===== src/rtl/uart_tx_engine.sv =====
// UART transmit serializer: pops bytes from a FWFT FIFO and shifts out
// start, DBIT data bits (LSB first), optional parity and stop at 16x oversampling.
module uart_tx_engine #(
  parameter int DBIT    = 8,
  parameter int SB_TICK = 16,
  parameter int PARITY  = 0
) (
  input  logic            clk,
  input  logic            reset,
  input  logic            s_tick,
  input  logic            fifo_empty,
  input  logic [DBIT-1:0] fifo_data,
  output logic            fifo_rd,
  output logic            tx,
  output logic            busy,
  output logic            tx_done_tick
);

  localparam int unsigned S_MAX = (SB_TICK > 16) ? SB_TICK : 16;
  localparam int unsigned SW    = $clog2(S_MAX);
  localparam int unsigned NW    = $clog2(DBIT);

  localparam logic [2:0] IDLE  = 3'd0;
  localparam logic [2:0] START = 3'd1;
  localparam logic [2:0] DATA  = 3'd2;
  localparam logic [2:0] PAR   = 3'd3;
  localparam logic [2:0] STOP  = 3'd4;

  logic [2:0]      state, state_next;
  logic [SW-1:0]   s, s_next;
  logic [NW-1:0]   n, n_next;
  logic [DBIT-1:0] b, b_next;
  logic            p, p_next;
  logic            tx_next;

  // State, datapath and registered line/busy outputs
  always_ff @(posedge clk or posedge reset) begin
    if (reset) begin
      state <= IDLE;
      s     <= '0;
      n     <= '0;
      b     <= '0;
      p     <= 1'b0;
      tx    <= 1'b1;
      busy  <= 1'b0;
    end else begin
      state <= state_next;
      s     <= s_next;
      n     <= n_next;
      b     <= b_next;
      p     <= p_next;
      tx    <= tx_next;
      busy  <= (state_next != IDLE);
    end
  end

  // Next-state, datapath update and strobes
  always_comb begin
    state_next   = state;
    s_next       = s;
    n_next       = n;
    b_next       = b;
    p_next       = p;
    tx_next      = 1'b1;
    fifo_rd      = 1'b0;
    tx_done_tick = 1'b0;
    case (state)
      IDLE: begin
        tx_next = 1'b1;
        if (!fifo_empty && !reset) begin
          fifo_rd    = 1'b1;
          b_next     = fifo_data;
          p_next     = (PARITY == 2) ? ~^fifo_data : ^fifo_data;
          s_next     = '0;
          state_next = START;
        end
      end
      START: begin
        tx_next = 1'b0;
        if (s_tick) begin
          if (s == SW'(15)) begin
            s_next     = '0;
            n_next     = '0;
            state_next = DATA;
          end else begin
            s_next = s + SW'(1);
          end
        end
      end
      DATA: begin
        tx_next = b[0];
        if (s_tick) begin
          if (s == SW'(15)) begin
            b_next = b >> 1;
            s_next = '0;
            if (n == NW'(DBIT - 1)) begin
              state_next = (PARITY != 0) ? PAR : STOP;
            end else begin
              n_next = n + NW'(1);
            end
          end else begin
            s_next = s + SW'(1);
          end
        end
      end
      PAR: begin
        tx_next = p;
        if (s_tick) begin
          if (s == SW'(15)) begin
            s_next     = '0;
            state_next = STOP;
          end else begin
            s_next = s + SW'(1);
          end
        end
      end
      STOP: begin
        tx_next = 1'b1;
        if (s_tick) begin
          if (s == SW'(SB_TICK - 1)) begin
            tx_done_tick = 1'b1;
            state_next   = IDLE;
          end else begin
            s_next = s + SW'(1);
          end
        end
      end
      default: state_next = IDLE;
    endcase
  end

endmodule


===== config.mk =====
export PLATFORM = sky130hd
export DESIGN_NAME = uart_tx_engine
export DESIGN_NICKNAME = d
export VERILOG_FILES = /design/src/rtl/uart_tx_engine.sv
export SDC_FILE = /design/constraint.sdc
export NUM_CORES = 1
export LEC_CHECK = 0
export BUFFER_PORTS_ARGS = -buffer_cell sky130_fd_sc_hd__buf_2
export CAP_MARGIN = 10
export CELL_PAD_IN_SITES_DETAIL_PLACEMENT = 0
export CELL_PAD_IN_SITES_GLOBAL_PLACEMENT = 1
export CORE_MARGIN = 2
export CORE_UTILIZATION = 47
export CTS_BUF_LIST = sky130_fd_sc_hd__clkbuf_16
export CTS_CLUSTER_DIAMETER = 80
export CTS_CLUSTER_SIZE = 24
export DETAILED_ROUTE_END_ITERATION = 7
export PLACE_DENSITY = 0.89
export SYNTH_ARGS = -nofsm -noshare
export SYNTH_HDL_FRONTEND = slang
export SYNTH_SLANG_ARGS = --single-unit

===== constraint.sdc =====
create_clock -name clk -period 3.2 [get_ports clk]
set_input_delay 0.48 -clock clk [delete_from_list [all_inputs] [get_ports clk]]
set_output_delay 0.48 -clock clk [all_outputs]
set_load 0.02 [all_outputs]

==> flow_summary.yaml <==
sta:
  finalSetupTns_ns: 0
  worstMarginPinSlew_ns: 0.787
  finClkSkew_ns: 0.00281
  finalMaxSlewViolations: 0
  finalCritPeriodShare_pct: 70.1
  fmax_mhz: 446
  post-route-min-period_ns: 2.24
  hold_viol_final: 0
  maxSlewHeadroom_pct: 47.5
  rsz0062_at_grt: "no"
  setup_viol: 0
layout:
  n_fill_cell: 220
  syn2layout_area_growth_pct: 14.1
  regArea_sq_um: 527
  n_antenna_cell: 0
  fin_area_sq_um: 1390
  final_cells: 157
  multi_input_area_sq_um: 656
  design.final.nets: 143
  drive_gt1_share_pct: 33.1
power:
  swShare_pct: 33.4
  power_frac_clock_pct: 23.5
  peakVddDrop_mv: 0.414
  seqPwrFrac_pct: 42.9
  p_comb_share_pct: 33.6
  p_leak_nw: 0.605
  powerDensity_nw_per_um2: 823
  p_total_w: 0.00114
  p_int_w: 0.000761
  netSwitchingPower_w: 0.000382
drt:
  drtPass1Iterations: 7
  vias_per_cell: 5.61
  vias: 881
  ant_nets: 0
  drc: 0
  routed_wirelength_um: 2260
  avgRoutedWirePerCell_um: 14.4
  drt_iter0_drc: 10
logic_synthesis:
  ys_seq_area_share_pct: 43.3
  avgSynthCellArea_sq_um: 10.9
  synth_top_family_by_area: "multiplexers"
  synthDistinctLibCells: 34
  syn_nets: 127
  netlist_instances: 112
  synth_edf_count: 0
  ys_ff_latch: 21
  netlist_area_sq_um: 1220
  yosysTopAreaCellShare_pct: 41.1
  yosys.area.top_type: "dfrtp_1"
  synth_compound_area_share_pct: 13.6
  async_flop_share_pct: 100
  synth.area.mux_share_pct: 17.6
  synth-simple-area-share_pct: 14.6
  yosys-top-cells-area: "dfrtp_1 41%, mux2_2 14%, xnor2_1 5.0%"
  synth_common_cells: "20 x dfrtp_1, 15 x mux2_2, 8 x nand2_1, 8 x nor2_1, 7 x xnor2_1"
  ys_warn_count: 0
  ys.flop_type: "dfrtp_1"
  yosys.area_share.xor_xnor_pct: 5.04
  synth_most_common_cell: "dfrtp_1"
  synthAdderAreaFrac_pct: 3.08
floorplan:
  dieHeight_um: 54.9
  core-area_sq_um: 2450
  row_count: 18
  die_area_sq_um: 3010
  io_pins: 16
  start_util_pct: 49.6
  chipWidth_um: 54.9
clock_network:
  clk_latency_ns: 0.26
  cts_tree: "built"
  cts_root_buf: "clkbuf_16"
  clkTransAtPathRegs_ns: 0.06
  cts_buffers: 3
  cts_hold_buf: 0
  clock_path_buffers: 2
  cts_htree_levels: 1
  cts_sinks: 21
  cts-resized-gates: 0
  post-cts-setup-buffers: 0
placed_design:
  placed_area_sq_um: 1310
  dp_hpwl_um: 1620
  globalplace.congestion: 0.700
  dpl.cell_count: 153
  place.port_buffers: 15
global_routing:
  grt_pass1_vias: 849
  grt_max_degree: 22
  grt-ovfl-total: 0
  grt_pass1_wl_um: 3890
  antenna_found_initial: 0
  gr-usage-all-layers_pct: 19.0
run:
  drv_cap: 0
critical_path:
  r2r_start: "n[0]$_DFFE_PP0P_"
  path_class: "reg -> out"
  critPathMaxFanout: 12
  crit_slowest_cell: "dfrtp_1"
  cp-end-kind: "primary output"
  path_cells: "nor3b_1 > nor2b_1 > buf_2"
  ff2ff_path_depth: 6
  crit_required_ns: 2.72
  slowest_delay_ns: 0.62
  start_kind: "register"
  ff2ff_setup_slack_ns: 1.14
  r2r_end: "n[0]$_DFFE_PP0P_"
  critPathArrivalTime_ns: 1.76
  startpoint: "state[2]$_DFF_PP0_"
worst_hold_path:
  hp-class: "in -> async"
status:
  status: "completed"
## critical path, delay by kind of cell (launching register included)
| family | cells | cell delay [ns] |
|---|---|---|
| flip-flops | 1 | 0.62 |
| AND/OR/NAND/NOR | 2 | 0.71 |
| buffers and inverters | 1 | 0.17 |
## state kept, by name, summed over array words and instances, names as in the netlist
signal	cells
busy	1
s	4
p	1
n	3
b	8
state	3
tx	1
## cells by family after synthesis
logic type                 Yosys count
buffers and inverters                8
AOI/OAI and AO/OA                   22
adders and majority gates            3
muxes                               19
DFF                                 21
xor gates and xnor gates             7
and+or+nand+nor                     32
## power by group through the flow
stage               clock [W]  combinational (W)  sequential [W]
floorplan                   0           0.000336        0.000456
global placement            0           0.000370        0.000481
detailed placement          0           0.000387        0.000492
CTS                  0.000274           0.000389        0.000489
global route         0.000277           0.000431        0.000508
finish               0.000268           0.000385        0.000490
## layer usage
metal	global-route usage (%)	up-vias	share of wire, %
met2	30.0	20	48
met4	12.2	0	2.9
met1	23.6	423	46
li1	-	433	-
met5	0	-	0
met3	4.03	5	3.6
## worst max-delay path by stage
| stage | slack (ns) | depth (start not counted) | endpoint |
|---|---|---|---|
| after floorplan | 1.36 | 6 | n[0]$_DFFE_PP0P_ |
| after global placement | 1.18 | 6 | n[0]$_DFFE_PP0P_ |
| after detailed placement | 1.15 | 6 | n[0]$_DFFE_PP0P_ |
| after CTS | 0.96 | 3 | tx_done_tick |
| after global routing | 0.72 | 3 | tx_done_tick |
| final | 0.96 | 3 | tx_done_tick |
## cell type report
class                      instances  share of cell area (%)
clock buffer                       3                    5.41
clock inverter                     1                   0.270
inverter                           4                    1.08
multi-input combinational         83                    47.2
sequential                        21                    37.9
tap                               30                    2.70
timing repair buffer              15                    5.41
## cell usage in the layout (no fill, tap or decap), drive strengths merged
cell	synthesis	layout
nor3b	1	1
o22ai	2	2
a22o	2	2
a21oi	3	3
mux2	16	16
dfstp	1	1
or3b	1	1
o21ai	6	6
nor2b	1	1
o21a	1	1
and2	1	1
clkbuf	0	3
or3	1	1
nor3	1	1
nand3	5	5
o221ai	1	1
nand2	8	8
xnor2	7	7
buf	4	15
nand4	1	1
ha	3	3
a31o	2	2
or4	1	1
nor2	9	9
dfrtp	20	20
o21ba	1	1
nand2b	2	2
mux2i	3	3
o31ai	2	2
inv	4	5
a21o	1	1
a32o	1	1
## through the flow
step	setup slack (ns)	utilization [%]	hold slack (ns)
finish	0.956	56.6	0.378
global route	0.725	56.6	0.490
CTS	0.960	56.6	0.431
detailed placement	1.15	53.4	0.490
global placement	1.18	53.4	0.479
floorplan	1.36	-	0.456
(Power assumes the default switching activity.)
